## config.mk

```make
export PLATFORM = sky130hd
export DESIGN_NAME = serial_cmd_decoder_flat
export DESIGN_NICKNAME = d
export VERILOG_FILES = /design/src/rtl/debug_pkg.sv /design/src/rtl/serial_cmd_decoder_if.sv /design/src/rtl/serial_cmd_decoder.sv /design/src/flat_wrapper.sv
export SDC_FILE = /design/constraint.sdc
export NUM_CORES = 1
export LEC_CHECK = 0
export ABC_AREA = 1
export CELL_PAD_IN_SITES_DETAIL_PLACEMENT = 0
export CELL_PAD_IN_SITES_GLOBAL_PLACEMENT = 1
export CORE_MARGIN = 2
export CORE_UTILIZATION = 37
export DETAILED_ROUTE_END_ITERATION = 16
export PLACE_DENSITY_LB_ADDON = 0.08
export SYNTH_ARGS = -nofsm -noshare
export SYNTH_HDL_FRONTEND = slang
export SYNTH_SLANG_ARGS = --single-unit
```

## constraint.sdc

```tcl
create_clock -name clk -period 1.6 [get_ports clk]
set_input_delay 0.32 -clock clk [delete_from_list [all_inputs] [get_ports clk]]
set_output_delay 0.32 -clock clk [all_outputs]
set_load 0.02 [all_outputs]
```

## src/rtl/debug_pkg.sv

```systemverilog
// Shared definitions for the debugger command path.
// Holds the FN_* command codes, the NAK reply word, the decoder state
// encoding and the command classification helpers. controller_fsm imports
// the same codes so both ends agree on the command set.
package debug_pkg;

   localparam logic [3:0] FN_NONE        = 4'h0;
   localparam logic [3:0] FN_PAUSE       = 4'h1;
   localparam logic [3:0] FN_RESUME      = 4'h2;
   localparam logic [3:0] FN_STEP        = 4'h3;
   localparam logic [3:0] FN_RESET       = 4'h4;
   localparam logic [3:0] FN_STATUS      = 4'h5;
   localparam logic [3:0] FN_REG_RD      = 4'h6;
   localparam logic [3:0] FN_MEM_RD_WORD = 4'h7;
   localparam logic [3:0] FN_MEM_RD_BYTE = 4'h8;
   localparam logic [3:0] FN_BKPT_SET    = 4'h9;
   localparam logic [3:0] FN_BKPT_CLR    = 4'hA;
   localparam logic [3:0] FN_MEM_WR_WORD = 4'hB;
   localparam logic [3:0] FN_MEM_WR_BYTE = 4'hC;
   localparam logic [3:0] FN_REG_WR      = 4'hD;

   localparam logic [31:0] NAK_WORD = 32'hFFFF_FFFF;

   typedef enum logic [2:0] {
      S_CMD,
      S_ADDR,
      S_DATA,
      S_ISSUE,
      S_WAIT,
      S_REPLY,
      S_TXW
   } state_t;

   // Commands 6..D carry an address word.
   function automatic logic needs_addr(input logic [3:0] code);
      return (code >= FN_REG_RD) && (code <= FN_REG_WR);
   endfunction

   // Commands B..D additionally carry a data word.
   function automatic logic needs_data(input logic [3:0] code);
      return (code >= FN_MEM_WR_WORD) && (code <= FN_REG_WR);
   endfunction

   // Commands 5..8 reply with the controller's rd_data.
   function automatic logic is_read(input logic [3:0] code);
      return (code >= FN_STATUS) && (code <= FN_MEM_RD_BYTE);
   endfunction

   // 0, E and F are not real commands and are answered with NAK.
   function automatic logic is_valid_cmd(input logic [3:0] code);
      return (code != FN_NONE) && (code <= FN_REG_WR);
   endfunction

endpackage

```

## src/rtl/serial_cmd_decoder_if.sv

```systemverilog
// Bundle of the decoder's UART-side and controller-side signals.
//   rx_data/rx_valid   : received byte strobe from UART rx
//   tx_data/tx_start   : byte strobe to UART tx, tx_busy back-pressure
//   cmd/addr/d_in      : command to controller, in_valid strobe
//   ctrlr_busy/rd_data : controller status and read data
//   rx_drop            : pulse when a received byte is discarded
// modport master is the decoder's view; modport slave is its environment.
interface serial_cmd_decoder_if;
   logic [7:0]  rx_data;
   logic        rx_valid;
   logic [7:0]  tx_data;
   logic        tx_start;
   logic        tx_busy;
   logic [3:0]  cmd;
   logic [31:0] addr;
   logic [31:0] d_in;
   logic        in_valid;
   logic        ctrlr_busy;
   logic [31:0] rd_data;
   logic        rx_drop;

   modport master (
      input  rx_data, rx_valid, tx_busy, ctrlr_busy, rd_data,
      output tx_data, tx_start, cmd, addr, d_in, in_valid, rx_drop
   );

   modport slave (
      output rx_data, rx_valid, tx_busy, ctrlr_busy, rd_data,
      input  tx_data, tx_start, cmd, addr, d_in, in_valid, rx_drop
   );
endinterface

```

## src/rtl/serial_cmd_decoder.sv

```systemverilog
// UART-side command front end of the debugger.
// Assembles MSB-first host bytes into command / address / data words,
// issues the command to controller_fsm as a one-cycle in_valid, waits for
// the controller to go idle and serialises a 4-byte reply back to UART tx.
// Ports:
//   clk  : system clock
//   rst  : synchronous active-high reset
//   bus  : serial_cmd_decoder_if.master (rx/tx UART strobes, controller
//          command, status and rx_drop)
module serial_cmd_decoder
   import debug_pkg::*;
#(
   parameter int unsigned TIMEOUT_CYCLES = 1_000_000
) (
   input  logic                 clk,
   input  logic                 rst,
   serial_cmd_decoder_if.master bus
);

   localparam int unsigned     TO_W    = (TIMEOUT_CYCLES > 1) ? $clog2(TIMEOUT_CYCLES) : 1;
   localparam logic [TO_W-1:0] TO_LAST = TO_W'(TIMEOUT_CYCLES - 1);

   state_t            r_state,    w_state_nxt;
   logic [1:0]        r_byte_cnt, w_byte_cnt_nxt;
   logic [TO_W-1:0]   r_to_cnt,   w_to_cnt_nxt;
   logic [31:0]       r_cmd_word, w_cmd_word_nxt;
   logic [31:0]       r_addr,     w_addr_nxt;
   logic [31:0]       r_d_in,     w_d_in_nxt;
   logic [31:0]       r_reply,    w_reply_nxt;
   logic              r_guard,    w_guard_nxt;
   logic              w_in_valid;
   logic              w_tx_start;
   logic              w_rx_state;
   logic              w_frame_open;
   logic [3:0]        w_cmd_code;

   assign w_cmd_code   = r_cmd_word[3:0];
   assign w_rx_state   = (r_state == S_CMD) || (r_state == S_ADDR) || (r_state == S_DATA);
   // The inter-byte timeout only runs once a frame has actually started.
   assign w_frame_open = ((r_state == S_CMD) && (r_byte_cnt != 2'd0)) ||
                         (r_state == S_ADDR) || (r_state == S_DATA);

   always_ff @(posedge clk) begin
      if (rst) begin
         r_state    <= S_CMD;
         r_byte_cnt <= '0;
         r_to_cnt   <= '0;
         r_cmd_word <= '0;
         r_addr     <= '0;
         r_d_in     <= '0;
         r_reply    <= '0;
         r_guard    <= 1'b0;
      end else begin
         r_state    <= w_state_nxt;
         r_byte_cnt <= w_byte_cnt_nxt;
         r_to_cnt   <= w_to_cnt_nxt;
         r_cmd_word <= w_cmd_word_nxt;
         r_addr     <= w_addr_nxt;
         r_d_in     <= w_d_in_nxt;
         r_reply    <= w_reply_nxt;
         r_guard    <= w_guard_nxt;
      end
   end

   always_comb begin
      w_state_nxt    = r_state;
      w_byte_cnt_nxt = r_byte_cnt;
      w_to_cnt_nxt   = r_to_cnt;
      w_cmd_word_nxt = r_cmd_word;
      w_addr_nxt     = r_addr;
      w_d_in_nxt     = r_d_in;
      w_reply_nxt    = r_reply;
      w_guard_nxt    = r_guard;
      w_in_valid     = 1'b0;
      w_tx_start     = 1'b0;

      // Saturating inter-byte counter; any received byte restarts it.
      if (bus.rx_valid || !w_frame_open) begin
         w_to_cnt_nxt = '0;
      end else if (r_to_cnt != TO_LAST) begin
         w_to_cnt_nxt = r_to_cnt + TO_W'(1);
      end

      case (r_state)
         S_CMD: begin
            if (bus.rx_valid) begin
               w_cmd_word_nxt = {r_cmd_word[23:0], bus.rx_data};
               w_byte_cnt_nxt = r_byte_cnt + 2'd1;
               // The byte arriving now becomes cmd_word[7:0], so decode from it.
               if (r_byte_cnt == 2'd3) begin
                  w_state_nxt = needs_addr(bus.rx_data[3:0]) ? S_ADDR : S_ISSUE;
               end
            end
         end
         S_ADDR: begin
            if (bus.rx_valid) begin
               w_addr_nxt     = {r_addr[23:0], bus.rx_data};
               w_byte_cnt_nxt = r_byte_cnt + 2'd1;
               if (r_byte_cnt == 2'd3) begin
                  w_state_nxt = needs_data(w_cmd_code) ? S_DATA : S_ISSUE;
               end
            end
         end
         S_DATA: begin
            if (bus.rx_valid) begin
               w_d_in_nxt     = {r_d_in[23:0], bus.rx_data};
               w_byte_cnt_nxt = r_byte_cnt + 2'd1;
               if (r_byte_cnt == 2'd3) begin
                  w_state_nxt = S_ISSUE;
               end
            end
         end
         S_ISSUE: begin
            if (is_valid_cmd(w_cmd_code)) begin
               w_in_valid  = 1'b1;
               w_guard_nxt = 1'b1;
               w_state_nxt = S_WAIT;
            end else begin
               w_reply_nxt = NAK_WORD;
               w_state_nxt = S_REPLY;
            end
         end
         S_WAIT: begin
            // ctrlr_busy may not have risen yet in the first wait cycle.
            if (r_guard) begin
               w_guard_nxt = 1'b0;
            end else if (!bus.ctrlr_busy) begin
               w_reply_nxt = is_read(w_cmd_code) ? bus.rd_data : r_cmd_word;
               w_state_nxt = S_REPLY;
            end
         end
         S_REPLY: begin
            if (!bus.tx_busy) begin
               w_tx_start     = 1'b1;
               w_reply_nxt    = {r_reply[23:0], 8'h00};
               w_byte_cnt_nxt = r_byte_cnt + 2'd1;
               w_guard_nxt    = 1'b1;
               w_state_nxt    = S_TXW;
            end
         end
         S_TXW: begin
            // tx_busy only rises the cycle after tx_start.
            if (r_guard) begin
               w_guard_nxt = 1'b0;
            end else if (!bus.tx_busy) begin
               w_state_nxt = (r_byte_cnt == 2'd0) ? S_CMD : S_REPLY;
            end
         end
         default: begin
            w_state_nxt = S_CMD;
         end
      endcase

      // Abort a stalled partial frame; a byte in the same cycle takes priority.
      if (w_frame_open && !bus.rx_valid && (r_to_cnt == TO_LAST)) begin
         w_state_nxt    = S_CMD;
         w_byte_cnt_nxt = '0;
         w_to_cnt_nxt   = '0;
      end
   end

   assign bus.cmd      = w_cmd_code;
   assign bus.addr     = r_addr;
   assign bus.d_in     = r_d_in;
   assign bus.in_valid = w_in_valid;
   assign bus.tx_start = w_tx_start;
   // The reply shifts left after each byte, so the next byte is always on top.
   assign bus.tx_data  = r_reply[31:24];
   assign bus.rx_drop  = bus.rx_valid && !w_rx_state;

endmodule

```

## src/flat_wrapper.sv

```systemverilog
// flat-port wrapper written by rule: the top's interface ports become plain ports
module serial_cmd_decoder_flat import debug_pkg::*;
#(
   parameter int unsigned TIMEOUT_CYCLES = 1_000_000
)
  (clk, rst, bus_rx_data, bus_rx_valid, bus_tx_busy, bus_ctrlr_busy, bus_rd_data, bus_tx_data, bus_tx_start, bus_cmd, bus_addr, bus_d_in, bus_in_valid, bus_rx_drop);
  serial_cmd_decoder_if bus_i ();
  input  logic clk;
  input  logic rst;
  input wire logic [$bits(bus_i.rx_data)-1:0] bus_rx_data;
  input wire logic [$bits(bus_i.rx_valid)-1:0] bus_rx_valid;
  input wire logic [$bits(bus_i.tx_busy)-1:0] bus_tx_busy;
  input wire logic [$bits(bus_i.ctrlr_busy)-1:0] bus_ctrlr_busy;
  input wire logic [$bits(bus_i.rd_data)-1:0] bus_rd_data;
  output wire logic [$bits(bus_i.tx_data)-1:0] bus_tx_data;
  output wire logic [$bits(bus_i.tx_start)-1:0] bus_tx_start;
  output wire logic [$bits(bus_i.cmd)-1:0] bus_cmd;
  output wire logic [$bits(bus_i.addr)-1:0] bus_addr;
  output wire logic [$bits(bus_i.d_in)-1:0] bus_d_in;
  output wire logic [$bits(bus_i.in_valid)-1:0] bus_in_valid;
  output wire logic [$bits(bus_i.rx_drop)-1:0] bus_rx_drop;
  assign bus_i.rx_data = bus_rx_data;
  assign bus_i.rx_valid = bus_rx_valid;
  assign bus_i.tx_busy = bus_tx_busy;
  assign bus_i.ctrlr_busy = bus_ctrlr_busy;
  assign bus_i.rd_data = bus_rd_data;
  assign bus_tx_data = bus_i.tx_data;
  assign bus_tx_start = bus_i.tx_start;
  assign bus_cmd = bus_i.cmd;
  assign bus_addr = bus_i.addr;
  assign bus_d_in = bus_i.d_in;
  assign bus_in_valid = bus_i.in_valid;
  assign bus_rx_drop = bus_i.rx_drop;
  serial_cmd_decoder #(.TIMEOUT_CYCLES(TIMEOUT_CYCLES)) u_core (.clk(clk), .rst(rst), .bus(bus_i));
endmodule
```

# Word level (Yosys, flattened, before mapping)
# Index checks and enable logic that the tools add are counted.
[word_totals] regBits=154 elab_cells=105 out_inout_bits=79
[classes] add_sub_neg=2 n_eq_ne=23 n_mux=32 magnitude_cmp=6 reduce_logical=34
[ops] cell="32-bit 2-to-1 mux" count=5
[ops] cell="32-bit one-hot mux with 3 select lines" count=1
[ops] cell="3-bit 2-to-1 mux" count=12
[ops] cell="2-bit inequality test (second input constant)" count=12
[ops] cell="3-bit one-hot mux with 7 select lines" count=1
[ops] cell="20-bit by 1-bit adder with 20-bit output (second input constant)" count=1
[ops] cell="20-bit equality test (second input constant)" count=1
[ops] cell="20-bit inequality test (second input constant)" count=1
[ops] cell="4-bit <= comparator (second input constant)" count=3
[ops] cell="11-bit AND reduction" count=1
[ops] cell="3-bit equality test (second input constant)" count=3
[ops] cell="4-bit by 3-bit >= comparator with 1-bit output (second input constant)" count=2
[ops] cell="1-bit logical AND" count=8
[ops] cell="1-bit 2-to-1 mux" count=8
[ops] cell="3-bit by 2-bit equality test with 1-bit output (second input constant)" count=2
[ops] cell="2-bit 2-to-1 mux" count=3
[ops] cell="2-bit AND reduction" count=3
[ops] cell="3-bit AND reduction" count=2
[ops] cell="3-bit nonzero test" count=2
[ops] cell="3-bit OR reduction" count=2
[ops] cell="1-bit logical OR" count=5
[ops] cell="5-bit AND reduction" count=1
[ops] cell="4-bit >= comparator (second input constant)" count=1
[ops] cell="2-bit by 1-bit inequality test with 1-bit output (second input constant)" count=2
[ops] cell="11 further kinds" count=15

# Depth between registers and ports, before layout
# Gate-level depths: netlist of the first run.
[logic_depth] depth_word=7 ltp_mapped=11 mapped_depth_nobuf=10

# Least setup slack after synthesis of the first run
# No wires, ideal clock.
[synth_timing] path_kind="input -> register" start="in bus_rx_valid" end="reg u_core.r_addr[24] (netlist: u_core.bus.addr[24])" required_time_ns=1.484 path_stages=8 slack_ns=0.120 arrival_ns=1.364 n_path_buf=3 cell_sequence="clkbuf_1 > inv_1 > nor2_2 > inv_2 > buf_2 > buf_2 > nor2_1 > nor2_1"
[synth_via] elab_chain_cells=1
[synth_rtl] element="from (decl)" line="flat_wrapper.sv:11" rtl="input wire logic [$bits(bus_i.rx_valid)-1:0] bus_rx_valid;"
[synth_rtl] element="2-bit AND reduction (no source line)"
[synth_rtl] element="to (signal assigned)" line="serial_cmd_decoder.sv:58" rtl="r_addr <= w_addr_nxt;"
[synth_rtl] element="to (decl)" line="serial_cmd_decoder.sv:27" rtl="logic [31:0] r_addr, w_addr_nxt;"
# No other way between the ends.
# A chain may end at the register's enable or synchronous reset.

# Worst setup path in the final report of the first run
[layout_timing] start="reg u_core.r_state[1]" end="reg u_core.r_reply[10]"
[layout_via] elab_chain_cells=3 word_cells_on_any_way=10
[layout_rtl] element="from (decl)" line="serial_cmd_decoder.sv:23" rtl="state_t r_state, w_state_nxt;"
[layout_rtl] element="from (signal assigned)" line="serial_cmd_decoder.sv:54" rtl="r_state <= w_state_nxt;"
[layout_rtl] element="3-bit by 2-bit equality test with 1-bit output / 3-bit equality test (equally long branches)" line="serial_cmd_decoder.sv:84" rtl="case (r_state)"
[layout_rtl] element="2-bit inequality test (no source line) / 3-bit nonzero test (equally long branches)"
[layout_rtl] element="5-bit AND reduction (no source line)"
[layout_rtl] element="to (signal assigned)" line="serial_cmd_decoder.sv:60" rtl="r_reply <= w_reply_nxt;"
[layout_rtl] element="to (decl)" line="serial_cmd_decoder.sv:29" rtl="logic [31:0] r_reply, w_reply_nxt;"
# Several ways; a longest one is shown, not always the timed one.

==> results by group, run 1 <==
STA
  • Final Max Tran Viols: 0
  • RSZ-0062 raised after global routing: true
  • Smallest hold slack: 0.4399 ns
  • Fin crit share: 101.7%
  • Final Hold Viols: 0
  • Crit path time final: 1.626 ns
  • Worst setup margin: -0.02647 ns
  • Final Setup Violations: 4
  • Actual slew at the worst max-slew pin: 0.3594 ns
  • Peak Freq: 614.8 MHz
  • Final setup skew: 0.006403 ns
  • Rel. slew slack: 75.85%

Setup path
  • Crit-path cells: buf_6, inv_1, nand2_2, buf_4, nor2_4, buf_4, clkbuf_16, nand3_1, nand2_1, nor2_1, nor2_1
  • Startpoint types: flop
  • Critical path type: reg -> reg
  • Crit. End Element: flop
  • Worst EP required: 1.97 ns
  • Reg2reg path depth: 11
  • Arrival time at the worst endpoint: 1.99 ns
  • Slack of the worst reg-to-reg path: -0.03 ns
  • Crit path from: u_core.r_state[1]
  • CP delay by family, top: buffers and inverters
  • RR Startpoint: u_core.r_state[1]
  • Max stage delay cell, worst path: dfxtp_4
  • Cell depth of the worst setup path: 11
  • CP endpoint: u_core.r_reply[10]
  • Largest fanout on the critical path: 11
  • Worst reg2reg endpoint: u_core.r_reply[10]
  • Worst Path Buf+Inv: 5
  • Slowest cell delay on critical path: 0.37 ns

Min path
  • Type of the worst min-delay path: reg -> reg

Route
  • Starting DRT DRC Count: 295
  • Vias per cell: roughly 4.5
  • Vias: 6982
  • Remaining DRCs: 0
  • Final WL: 21.67 mm
  • Routed length per instance: about 14 um
  • Initial DRT Pass Iterations: 4
  • Post-route ant nets: 0

CTS
  • H-tree depth: 4
  • CTS Buffer Depth: 2
  • CTS Buf Count: 17
  • Root buf cell: clkbuf_16
  • Clock sink total: 154
  • Clock slew at reported path FFs: 0.07 ns
  • CTS tree: built
  • # hold bufs at CTS: 0
  • Worst-Skew Late Latency: 0.42 ns

Layout
  • Nets: 1307
  • Area of the multi-input gates: 0.003457 mm2
  • Area growth syn-to-layout: 43.02%
  • Antenna Cells: 0
  • Layout cells sized above 1: 16.12%
  • Reg area: 0.003102 mm2
  • Final cell count without fillers: 1537
  • Fill cell count: 1985

Logic synthesis
  • Post-synth top area cell: dfxtp_1
  • Asr flop ratio synth: 0%
  • Syn_nets: 1129
  • Post-synth EDFFs: 0
  • Post-Syn Area: 0.007198 mm2
  • Synth warn: 0
  • Post-synth cell types: 24
  • Dominant synthesized flop cell: dfxtp_1
  • Gate Count Post-Synth: 1081
  • Mean Syn Cell Area: 6.659 um2
  • Synthesis-stage register bit count: 154
  • Dominant cells by area after synthesis: dfxtp_1 43%, nand2_1 12%, nor2_1 10%
  • Sequential share of the synthesized area: 42.83%
  • Yosys top cell area share: 42.83%
  • Top post-synthesis cells by count: 227 x nand2_1, 192 x nor2_1, 154 x dfxtp_1
  • Most common cell in the netlist: nand2_1

Placed design
  • HPWL after detailed placement: ~14 mm
  • Routability cong.: 0.8347
  • Placed insts: 1483
  • Buffers added on ports: 123

Floorplanning
  • Cell row count: 51
  • Core area: roughly 0.019 mm2
  • Starting Density: between 30% and 40%
  • Die Area: 0.02059 mm2
  • Boundary pin count: approximately 120
  • Die width: roughly 140 um
  • Die H: between 100 and 150 um

Global route
  • Number of global-route vias before repair: around 6600
  • Global-route wire length before repair: 32.84 mm
  • Initial antenna violation count: 0
  • GR Overflow Total: 0
  • Total Routing Usage GR: 20.23%
  • Largest net degree at the start of global routing: 62

Pwr
  • Worst IR Drop VDD: 0.8090 mV
  • Leakage: 4.887 nW
  • Power density cells: 1263 mW/mm2

Run status
  • Status: finished with violations
  • Failing checks: setup timing

Job
  • Max-cap violations: 0
[per-stage QoR]
step           worst slack, ns  setup TNS (ns)  util, %  area, um2  power [mW]
4_1_cts               -0.09061         -0.1767    50.73       9777       12.41
6_report              -0.02647        -0.06315    53.42      10290       13.00
5_1_grt                -0.1162          -5.311    53.42      10290       13.71
3_5_place_dp           -0.5575          -27.82    47.63       9179       8.213
3_3_place_gp           -0.5526          -26.59    47.63       9179       8.208
2_1_floorplan           0.1201               0        -       7198       6.674
[final cells by class]
| cell class | count | area share (%) |
|---|---|---|
| Clock buffer | 17 | 4.132 |
| Sequential cell | 154 | 30.13 |
| Tap cell | 265 | 3.221 |
| Timing Repair Buffer | 227 | 21.67 |
| Clock inverter | 15 | 1.993 |
| Multi-Input combinational cell | 717 | 33.58 |
| Inverter | 142 | 5.275 |
[cells in the final DEF, fill, tap and decap left out, types with 3 or more instances in the layout]
cell / instances
a21oi_1: 66
a21oi_2: 4
buf_12: 12
buf_4: 72
buf_6: 17
clkbuf_16: 23
clkdlybuf4s15_2: 3
clkdlybuf4s50_1: 43
clkinv_8: 3
dfxtp_1: 145
dfxtp_2: 6
dfxtp_4: 3
dlygate4sd2_1: 73
inv_1: 133
inv_2: 5
inv_6: 3
inv_8: 4
nand2_1: 213
nand2_2: 10
nand2_4: 3
nand3_1: 59
nand3_2: 5
nand3b_1: 33
nand4_1: 5
nor2_1: 181
nor2_2: 8
nor2_4: 5
o21ai_0: 75
o21ai_1: 20
xnor2_1: 6
xor2_1: 10
[power by group]
group | switching (mW) | internal (mW)
combinational | 2.30 | 1.74
clock | 1.89 | 2.40
sequential | 0.326 | 4.34
[repair_timing]
item / in CTS / in global routing
gates cloned: 0 / 9
hold endpoints to repair: 0 / 0
buffers inserted: 4 / 9
pin swaps: 3 / 10
setup endpoints to repair: 129 / 122
resized for setup: 110 / 98
[routing by layer]
| metal | vias to the layer above | track usage [%] | wire length, um |
|---|---|---|---|
| li1 | 3714 | - | - |
| met1 | 3114 | 25.60 | 10100 |
| met2 | 134 | 34.34 | 10190 |
| met3 | 20 | 4.565 | 1003 |
| met4 | 0 | 6.192 | 376 |
| met5 | - | 0 | 0 |
[worst register-to-register path, cell delays in order, from the launching register on]
cell and delay, ns:
dfxtp_4 0.37, buf_6 0.13, inv_1 0.09, nand2_2 0.07, buf_4 0.15, nor2_4 0.15, buf_4 0.16, clkbuf_16 0.16
nand3_1 0.08, nand2_1 0.09, nor2_1 0.05, nor2_1 0.08
[flip-flops by register name (all words and copies together), names as in the netlist]
register	cells
u_core.bus.addr	32
u_core.bus.d_in	32
u_core.r_cmd_word	32
u_core.r_reply	32
u_core.r_to_cnt	20
u_core.r_state	3
u_core.r_byte_cnt	2
u_core.r_guard	1
[cells by family after synthesis]
| kind of cell | count (synthesis) | share of synthesized area (%) |
|---|---|---|
| adder cells (fa/ha/maj) | 3 | 0.5215 |
| XOR/XNOR | 16 | 1.947 |
| flip-flops | 154 | 42.83 |
| AO/OA/AOI/OAI | 169 | 11.80 |
| AND/OR/NAND/NOR | 529 | 30.89 |
| buffers and inverters | 210 | 12.01 |
[worst min-delay path by stage]
stage | cells past startpoint | to | start | slack [ns]
floorplan | 1 | u_core.r_cmd_word[4] | rst | 0.39
CTS | 2 | u_core.bus.d_in[31] | u_core.bus.d_in[31] | 0.44
finish | 2 | u_core.bus.d_in[31] | u_core.bus.d_in[31] | 0.44
global route | 2 | u_core.bus.d_in[30] | u_core.bus.d_in[30] | 0.46
global placement | 2 | u_core.bus.d_in[25] | u_core.bus.d_in[25] | 0.43
detailed placement | 2 | u_core.bus.d_in[24] | u_core.bus.d_in[24] | 0.43
Power figures use the tool's default switching activity.
==> run 2, diff against run 1 <==
--- a/config.mk
+++ b/config.mk
@@ -15,3 +15,4 @@
 export SYNTH_ARGS = -nofsm -noshare
 export SYNTH_HDL_FRONTEND = slang
 export SYNTH_SLANG_ARGS = --single-unit
+export TNS_END_PERCENT = 1
==> results by group, run 2 (synthesized netlist as in run 1, its figures left out) <==
Run status
  • Status: finished with violations (unchanged)
  • Failing checks: setup timing (unchanged)

Global route
  • Largest net degree at the start of global routing: 62 (unchanged)
  • Initial antenna violation count: 0 (unchanged)
  • GR Overflow Total: 0 (unchanged)
  • Number of global-route vias before repair: 6563 (was 6587)
  • Global-route wire length before repair: 32.71 mm (was 32.84 mm)
  • Total Routing Usage GR: 20.16% (was 20.23%)

Floorplanning
  • Die H: 143.5 um (unchanged)
  • Die width: 143.5 um (unchanged)
  • Core area: 0.01927 mm2 (unchanged)
  • Boundary pin count: 124 (unchanged)
  • Die Area: 0.02059 mm2 (unchanged)
  • Starting Density: 37.35% (unchanged)
  • Cell row count: 51 (unchanged)

STA
  • Final setup skew: 0.005760 ns (was 0.006403 ns)
  • Actual slew at the worst max-slew pin: 0.4999 ns (was 0.3594 ns)
  • Worst setup margin: -0.02795 ns (was -0.02647 ns)
  • Fin crit share: 101.7% (about the same)
  • Rel. slew slack: 66.63% (was 75.85%)
  • Crit path time final: 1.628 ns (was 1.626 ns)
  • Final Setup Violations: 3 (was 4)
  • Final Max Tran Viols: 0 (unchanged)
  • Final Hold Viols: 0 (unchanged)
  • RSZ-0062 raised after global routing: true (unchanged)
  • Peak Freq: 614.3 MHz (was 614.8 MHz)

CTS
  • Worst-Skew Late Latency: 0.42 ns (about the same)
  • CTS Buf Count: 17 (unchanged)
  • Root buf cell: clkbuf_16 (unchanged)
  • Clock sink total: 154 (unchanged)
  • CTS Buffer Depth: 2 (unchanged)
  • CTS tree: built (unchanged)
  • H-tree depth: 4 (unchanged)
  • Clock slew at reported path FFs: 0.07 ns (about the same)

Pwr
  • Leakage: 4.713 nW (was 4.887 nW)
  • Internal: 8.141 mW (was 8.476 mW)
  • Total net switching power: 4.279 mW (was 4.522 mW)
  • Switch share: 34.45% (was 34.79%)
  • Design Power: 12.42 mW (was 13.00 mW)
  • Worst IR Drop VDD: 0.8519 mV (was 0.8090 mV)
  • Clock share of power: 34.5% (was 33.0%)
  • Combinational power share: 28.1% (was 31.1%)
  • Seq pwr share: 37.4% (was 35.9%)
  • Power density cells: 1256 mW/mm2 (was 1263 mW/mm2)

Layout
  • Cell area after layout: 0.009892 mm2 (was 0.01029 mm2)
  • Fin util: 51.33% (was 53.42%)
  • Most frequent cells in the layout: 221 x nand2_1, 182 x nor2_1, 147 x dfxtp_1 (was 213 x nand2_1, 181 x nor2_1, 145 x dfxtp_1)
  • Antenna Cells: 0 (unchanged)
  • Area growth syn-to-layout: 37.42% (was 43.02%)
  • Final cell count without fillers: 1519 (was 1537)
  • Commonest non-fill, non-tap cell in the layout: nand2_1 (unchanged)
  • Layout cells sized above 1: 13.48% (was 16.12%)
  • Nets: 1289 (was 1307)

Route
  • Final WL: 20.35 mm (was 21.67 mm)
  • Routed length per instance: 13.40 um (was 14.10 um)
  • Remaining DRCs: 0 (unchanged)
  • Vias per cell: 4.462 (was 4.543)
  • Post-route ant nets: 0 (unchanged)
  • Starting DRT DRC Count: 276 (was 295)
  • Vias: 6778 (was 6982)
  • Initial DRT Pass Iterations: 6 (was 4)

Placed design
  • Buffers added on ports: 123 (unchanged)
  • Placed insts: 1483 (unchanged)
  • HPWL after detailed placement: 13.87 mm (unchanged)
  • Routability cong.: 0.8347 (unchanged)
  • Placed inst area: 0.009179 mm2 (unchanged)

Setup path
  • Reg2reg path depth: 8 (was 11)
  • RR Startpoint: u_core.r_to_cnt[0] (was u_core.r_state[1])
  • Crit path from: u_core.r_state[1] (unchanged)
  • Worst reg2reg endpoint: u_core.r_to_cnt[18] (was u_core.r_reply[10])
  • Critical path type: reg -> out (was reg -> reg)
  • Largest fanout on the critical path: 5 (was 11)
  • Slack of the worst reg-to-reg path: -0.01 ns (was -0.03 ns)
  • Arrival time at the worst endpoint: 1.31 ns (was 1.99 ns)
  • Crit. End Element: primary output (was flop)
  • Worst EP required: 1.28 ns (was 1.97 ns)
  • CP endpoint: bus_tx_start (was u_core.r_reply[10])
  • Startpoint types: flop (unchanged)

Job
  • Max-cap violations: 0 (unchanged)

Min path
  • Type of the worst min-delay path: reg -> reg (unchanged)
## run 2: repair_timing
action,4_1_cts,5_1_grt
pin swaps,0,7
gates cloned,0,1
buffers inserted,0,3
hold buffers,0,0
resized for setup,107,39
endpoints found under the setup margin,129,94
## run 2: area by class of cell
| type | count | area, um2 |
|---|---|---|
| fillers | 2024 | 9379 |
| repair buffers | 209 | 1946 |
| flip-flops and latches | 154 | 3094 |
| inverters | 142 | 540.5 |
| clock inverters | 15 | 205.2 |
| well taps | 265 | 331.6 |
| multi-input cells | 717 | 3349 |
| clock buffers | 17 | 425.4 |
## run 2: per-layer routing
| layer | up-vias | share of wire (%) | global-route usage [%] |
|---|---|---|---|
| met4 | 0 | 1.5 | 6.192 |
| met1 | 2975 | 46 | 25.54 |
| li1 | 3676 | - | - |
| met5 | - | 0 | 0 |
| met2 | 105 | 48 | 34.16 |
| met3 | 22 | 4.4 | 4.565 |
## run 2: through the flow
step / worst slack [ns] / setup TNS (ns) / hold WS [ns]
final: -0.02795 / -0.05373 / 0.4386
after global routing: -0.1060 / -5.029 / 0.4601
after CTS: -0.1426 / -0.2339 / 0.4415
after detailed placement: -0.5575 / -27.82 / 0.4332
after global placement: -0.5526 / -26.59 / 0.4302
after floorplan: 0.1201 / 0 / 0.3891
## run 2: worst min-delay path by stage
stage / from / to / slack, ns / cells after the start
detailed placement: u_core.bus.d_in[24] / u_core.bus.d_in[24] / 0.43 / 2
CTS: u_core.bus.d_in[31] / u_core.bus.d_in[31] / 0.44 / 2
global route: u_core.bus.d_in[30] / u_core.bus.d_in[30] / 0.46 / 2
floorplan: rst / u_core.r_cmd_word[4] / 0.39 / 1
global placement: u_core.bus.d_in[25] / u_core.bus.d_in[25] / 0.43 / 2
finish: u_core.bus.d_in[31] / u_core.bus.d_in[31] / 0.44 / 2
## run 2: power by group through the flow
stage	clock [mW]	sequential (mW)	combinational, mW
after CTS	4.39	4.63	3.37
after global placement	0	4.71	3.50
after global routing	4.55	4.70	3.90
after floorplan	0	4.93	1.74
final	4.29	4.64	3.50
after detailed placement	0	4.71	3.50
## run 2: worst max-delay path, cell delays in order, from the launching register on
cell and delay, ns:
dfxtp_4 0.37, buf_6 0.13, nor2_4 0.08, nand2_2 0.05
nor2_1 0.10, buf_4 0.14
